### src/rtl/permutation_stream.sv
// permutation_stream
//   Streams DEPTH slices of N*N bits per block through a bit permutation with
//   a single output register (latency 1, full throughput with back-pressure).
//   Slice bit index i = y*N + x.
//
// Ports
//   clk, rst        clock; synchronous active-high reset
//   start, mode     begin a block (sampled in IDLE); permutation select latched on start
//                   00 bypass, 01 transpose, 10 row rotate, 11 inverse row rotate
//   in_valid/in_ready/in_data     input slice handshake
//   out_valid/out_ready/out_data  output slice handshake
//   out_last        held slice is the last slice of the block
//   busy            FSM not in IDLE
//   done            one-cycle pulse when the block completes
module permutation_stream #(
    parameter int N     = 5,
    parameter int DEPTH = 64
) (
    input  logic             clk,
    input  logic             rst,
    input  logic             start,
    input  logic [1:0]       mode,
    input  logic             in_valid,
    input  logic [N*N-1:0]   in_data,
    output logic             in_ready,
    output logic             out_valid,
    output logic [N*N-1:0]   out_data,
    input  logic             out_ready,
    output logic             out_last,
    output logic             busy,
    output logic             done
);
    localparam int W  = N * N;
    localparam int CW = $clog2(DEPTH + 1);
    localparam logic [CW-1:0] DEPTH_C = CW'(DEPTH);
    localparam logic [CW-1:0] LAST_C  = CW'(DEPTH - 1);

    typedef enum logic [1:0] {IDLE, RUN, DONE} state_t;

    state_t        state, state_nxt;
    logic [1:0]    mode_q;
    logic [CW-1:0] in_cnt, out_cnt;
    logic          out_valid_q, out_last_q;
    logic [W-1:0]  out_data_q;
    logic          in_hs, out_hs;

    // All four permutations are pure wiring; each is written as a gather
    // (out bit <- some in bit) so the row rotate uses the inverse offset.
    logic [W-1:0] p_byp, p_tr, p_rot, p_irot, p_sel;

    genvar gy, gx;
    generate
        for (gy = 0; gy < N; gy++) begin : g_row
            for (gx = 0; gx < N; gx++) begin : g_col
                assign p_byp [gy*N + gx] = in_data[gy*N + gx];
                assign p_tr  [gy*N + gx] = in_data[gx*N + gy];
                assign p_rot [gy*N + gx] = in_data[gy*N + ((gx + N - gy) % N)];
                assign p_irot[gy*N + gx] = in_data[gy*N + ((gx + gy) % N)];
            end
        end
    endgenerate

    always_comb begin
        p_sel = p_byp;
        case (mode_q)
            2'b01:   p_sel = p_tr;
            2'b10:   p_sel = p_rot;
            2'b11:   p_sel = p_irot;
            default: p_sel = p_byp;
        endcase
    end

    // Gated with rst so the handshake outputs are quiet from the first
    // cycle reset is held, before any edge has cleared the state.
    assign in_ready  = !rst && (state == RUN) && (in_cnt < DEPTH_C)
                       && (!out_valid_q || out_ready);
    assign in_hs     = in_valid && in_ready;
    assign out_hs    = out_valid_q && out_ready;
    assign out_valid = out_valid_q && !rst;
    assign out_last  = out_last_q;
    assign out_data  = out_data_q;
    assign busy      = !rst && (state != IDLE);
    assign done      = !rst && (state == DONE);

    always_ff @(posedge clk) begin
        if (rst) state <= IDLE;
        else     state <= state_nxt;
    end

    always_comb begin
        state_nxt = state;
        case (state)
            IDLE:    if (start) state_nxt = RUN;
            RUN:     if (out_hs && out_last_q) state_nxt = DONE;
            DONE:    state_nxt = IDLE;
            default: state_nxt = IDLE;
        endcase
    end

    always_ff @(posedge clk) begin
        if (rst) begin
            mode_q      <= 2'b00;
            in_cnt      <= '0;
            out_cnt     <= '0;
            out_valid_q <= 1'b0;
            out_last_q  <= 1'b0;
            out_data_q  <= '0;
        end else begin
            if (state == IDLE && start) begin
                mode_q  <= mode;
                in_cnt  <= '0;
                out_cnt <= '0;
            end
            // A new slice overwrites the register even when the old one
            // leaves in the same cycle, keeping out_valid high.
            if (in_hs) begin
                out_data_q  <= p_sel;
                out_last_q  <= (in_cnt == LAST_C);
                out_valid_q <= 1'b1;
                in_cnt      <= in_cnt + CW'(1);
            end else if (out_hs) begin
                out_valid_q <= 1'b0;
                out_last_q  <= 1'b0;
            end
            if (out_hs) out_cnt <= out_cnt + CW'(1);
        end
    end

endmodule
### config.mk
export PLATFORM = sky130hd
export DESIGN_NAME = permutation_stream
export DESIGN_NICKNAME = d
export VERILOG_FILES = /design/src/rtl/permutation_stream.sv
export SDC_FILE = /design/constraint.sdc
export NUM_CORES = 1
export LEC_CHECK = 0
export CORE_MARGIN = 4
export CORE_UTILIZATION = 46
export CTS_BUF_LIST = sky130_fd_sc_hd__clkbuf_8 sky130_fd_sc_hd__clkbuf_16
export CTS_CLUSTER_SIZE = 16
export DETAILED_ROUTE_END_ITERATION = 10
export PLACE_DENSITY = 0.89
export SYNTH_ARGS = -nofsm -noshare
export SYNTH_HDL_FRONTEND = slang
export SYNTH_SLANG_ARGS = --single-unit
### constraint.sdc
create_clock -name clk -period 1.6 [get_ports clk]
set_clock_uncertainty 0.05 [all_clocks]
set_input_delay 0.24 -clock clk [delete_from_list [all_inputs] [get_ports clk]]
set_output_delay 0.24 -clock clk [all_outputs]
set_load 0.005 [all_outputs]
==> impl_metrics.py <==
metrics = {
    "global_routing": {
        "grt_antenna_before_repair": 0,
        "grt_pass1_wl_um": 8910,
        "first_global_vias": 1874,
        "grtUsageTotal_pct": 21.2,
        "grt_max_degree": 40,
        "grt-ovfl-total": 0,
    },
    "place": {
        "dpl.hpwl_um": 4090,
        "pre_cts_ws_ns": -0.356,
        "place_inst": 330,
        "portBuffers": 61,
        "place_area_um2": 2710,
        "gp_congestion": 0.848,
    },
    "sta": {
        "setup_viol": 0,
        "hold_viol": 0,
        "fmax_mhz": 670,
        "period_share_pct": 93.3,
        "finalSetupTns_ns": 0,
        "fin_ws_ns": 0.108,
        "worst_pin_slew_ns": 0.403,
        "min_period_ns": 1.49,
        "hold_ws_ns": 0.268,
        "rsz0062_at_grt": "no",
        "slew_headroom_pct": 73.1,
        "final-max-slew-violation-count": 0,
    },
    "power": {
        "seq_power_share_pct": 48.7,
        "clkPwrFrac_pct": 30.8,
        "internal_power_mw": 1.56,
        "power_switching_mw": 0.500,
        "vdd_drop_max_mv": 0.737,
        "power_frac_comb_pct": 20.4,
        "cellLeakagePower_nw": 1.00,
        "powerDensity_nw_per_um2": 730,
        "swShare_pct": 24.3,
        "finalPower_mw": 2.06,
    },
    "synthesis": {
        "synth.most_common_cell": "nor2_1",
        "synth_edf_count": 0,
        "syn_area_um2": 2010,
        "yosysTopAreaCellShare_pct": 37.9,
        "synth_cell_types": 27,
        "synth.top_cells.by_area": "dfxtp_1, mux4_2, nor2_1",
        "synth_flop_cell": "dfxtp_1",
        "yosysSeqAreaShare_pct": 37.9,
        "syn_nets": 256,
        "yosysWarnings": 0,
        "netlist_instances": 223,
        "avgSynthCellArea_um2": 9.01,
        "ys_ff_latch": 38,
        "async_reset_ff_share_pct": 0,
        "synth_top_cell_by_area": "dfxtp_1",
        "synthTopCellsByCount": "nor2_1, dfxtp_1, nand2_1",
    },
    "layout": {
        "instances_no_fill": 336,
        "diodes": 0,
        "fin_util_pct": 68.4,
        "final_area_um2": 2820,
        "nets": 320,
        "final_layout_size_suffix_gt1_share_pct": 15.4,
        "synthToLayoutAreaGrowth_pct": 40.2,
        "nFillCells": 318,
    },
    "floorplan": {
        "die-height_um": 74.1,
        "start_util_pct": 48.8,
        "fp.dieW_um": 74.1,
        "placementRows": 23,
        "die_area_um2": 5490,
        "core_area_um2": 4120,
        "pin_count": 62,
    },
    "drt": {
        "ant_nets": 0,
        "drc": 0,
        "wire_per_inst_um": 16.5,
        "firstDrtPassIters": 4,
        "num_vias": 1924,
        "vias_per_cell": 5.73,
        "routed_wl_um": 5540,
        "drt_iter0_drc": 126,
    },
    "critical_path": {
        "endpoint_kind": "register",
        "crit_type": "input pin to register",
        "cp-endpoint": "out_data[24]",
        "path_max_fanout": 7,
        "rrSetupSlack_ns": 0.12,
        "crit_required_ns": 1.75,
        "rr_worst_depth": 6,
        "rr_startpoint": "state[0]",
        "arrival_ns": 1.65,
        "critPathLaunchType": "input pin",
        "critPathLaunch": "in_valid",
        "rr_endpoint": "out_data[24]",
    },
    "hold_path": {
        "worstHoldPathType": "input pin to register",
    },
    "clocking": {
        "insertion_delay_ns": 0.28,
        "postCtsSetupRepairBufs": 0,
        "clk_pin_slew_ns": 0.07,
        "cts.sinks": 38,
        "cts_tree": "built",
        "cts_hold_buf": 0,
        "root_buffer": "clkbuf_8",
        "clockBufferDepth": 2,
        "cts_buffers": 5,
        "cts_max_level": 2,
    },
    "outcome": {
        "status": "finished, final reports clean",
    },
    "job": {
        "max_cap_violations": 0,
    },
}
[metal layers]
metal  track usage (%)  wire, um  vias to the layer above
met4              6.44       113                        0
li1                  -         -                      925
met3              5.00       413                        8
met1              28.1      2280                      912
met2              34.6      2730                       79
met5                 0         0                        -
[logic make-up after synthesis]
logic type,after synthesis,synth area share (%)
AOI/OAI and AO/OA,28,8.66
adders and majority gates,1,0.623
buffers and inverters,17,5.23
DFF,38,37.9
muxes,22,20.9
and+or+nand+nor,117,26.7
[what timing repair did]
| action | CTS | global route |
|---|---|---|
| pin swaps | 0 | 1 |
| endpoints found under the setup margin | 20 | 18 |
| gates cloned | 0 | 0 |
| gates resized for setup | 7 | 9 |
[critical path, cell delays in order]
cell             delay, ns
clkdlybuf4s50_1       0.47
nor2b_1               0.19
and3_4                0.21
buf_6                 0.12
buf_4                 0.13
o211ai_1              0.11
a21oi_1               0.17
[worst min path at each step]
| stage | start | slack, ns | cells past startpoint | endpoint |
|---|---|---|---|---|
| 2_1_floorplan | in_data[0] | 0.33 | 2 | out_data[0] |
| 3_3_place_gp | out_data[12] | 0.39 | 2 | out_data[12] |
| 3_5_place_dp | out_data[0] | 0.41 | 2 | out_data[0] |
| 4_1_cts | rst | 0.41 | 4 | state[1] |
| 5_1_grt | out_ready | 0.27 | 3 | state[1] |
| 6_report | out_ready | 0.27 | 3 | state[1] |
[flip-flops by register name, indices dropped and copies added, names as in the netlist]
register,flops
out_valid_q,1
mode_q,2
state,2
out_last,1
out_data,25
in_cnt,7
[layout make-up]
cell class / instances / area, um^2 / share of cell area [%]
Multi-Input combinational cell: 168 / 1160 / 41.3
Clock buffer: 6 / 82.6 / 2.93
Timing Repair Buffer: 74 / 746 / 26.5
Tap cell: 50 / 62.6 / 2.22
Sequential cell: 38 / 763 / 27.1
[layout by cell type, fill, tap and decap left out]
cell	Yosys	layout
nor3b_1	3	2
nor3b_2	1	2
o21ai_0	5	5
clkdlybuf4s50_1	0	55
nor4_1	1	1
mux4_2	16	16
ha_1	1	1
mux2i_1	6	6
buf_4	5	8
nand3b_1	1	1
o22ai_1	1	1
nor2_1	41	40
o211ai_1	4	4
nor2_2	0	1
dlymetal6s2s_1	0	1
clkbuf_2	0	1
nor2b_1	5	5
dfxtp_1	38	36
dfxtp_2	0	2
nor3_1	18	18
dlygate4sd2_1	0	4
a21oi_1	13	13
nand2b_1	6	5
nand2_1	28	28
a211oi_2	1	1
a311oi_1	4	4
nand3_1	10	10
clkbuf_8	0	6
nand2b_4	0	1
and3_1	2	1
nand4_1	1	1
buf_6	2	2
and3_4	0	1
buf_12	0	3
[power by group through the flow]
| stage | logic, mW | registers, mW | clock network [mW] |
|---|---|---|---|
| 4_1_cts | 0.415 | 1.00 | 0.652 |
| 3_5_place_dp | 0.415 | 1.02 | 0 |
| 3_3_place_gp | 0.405 | 1.02 | 0 |
| 2_1_floorplan | 0.208 | 1.02 | 0 |
| 6_report | 0.420 | 1.00 | 0.634 |
| 5_1_grt | 0.454 | 1.00 | 0.690 |
(Power assumes the default switching activity.)
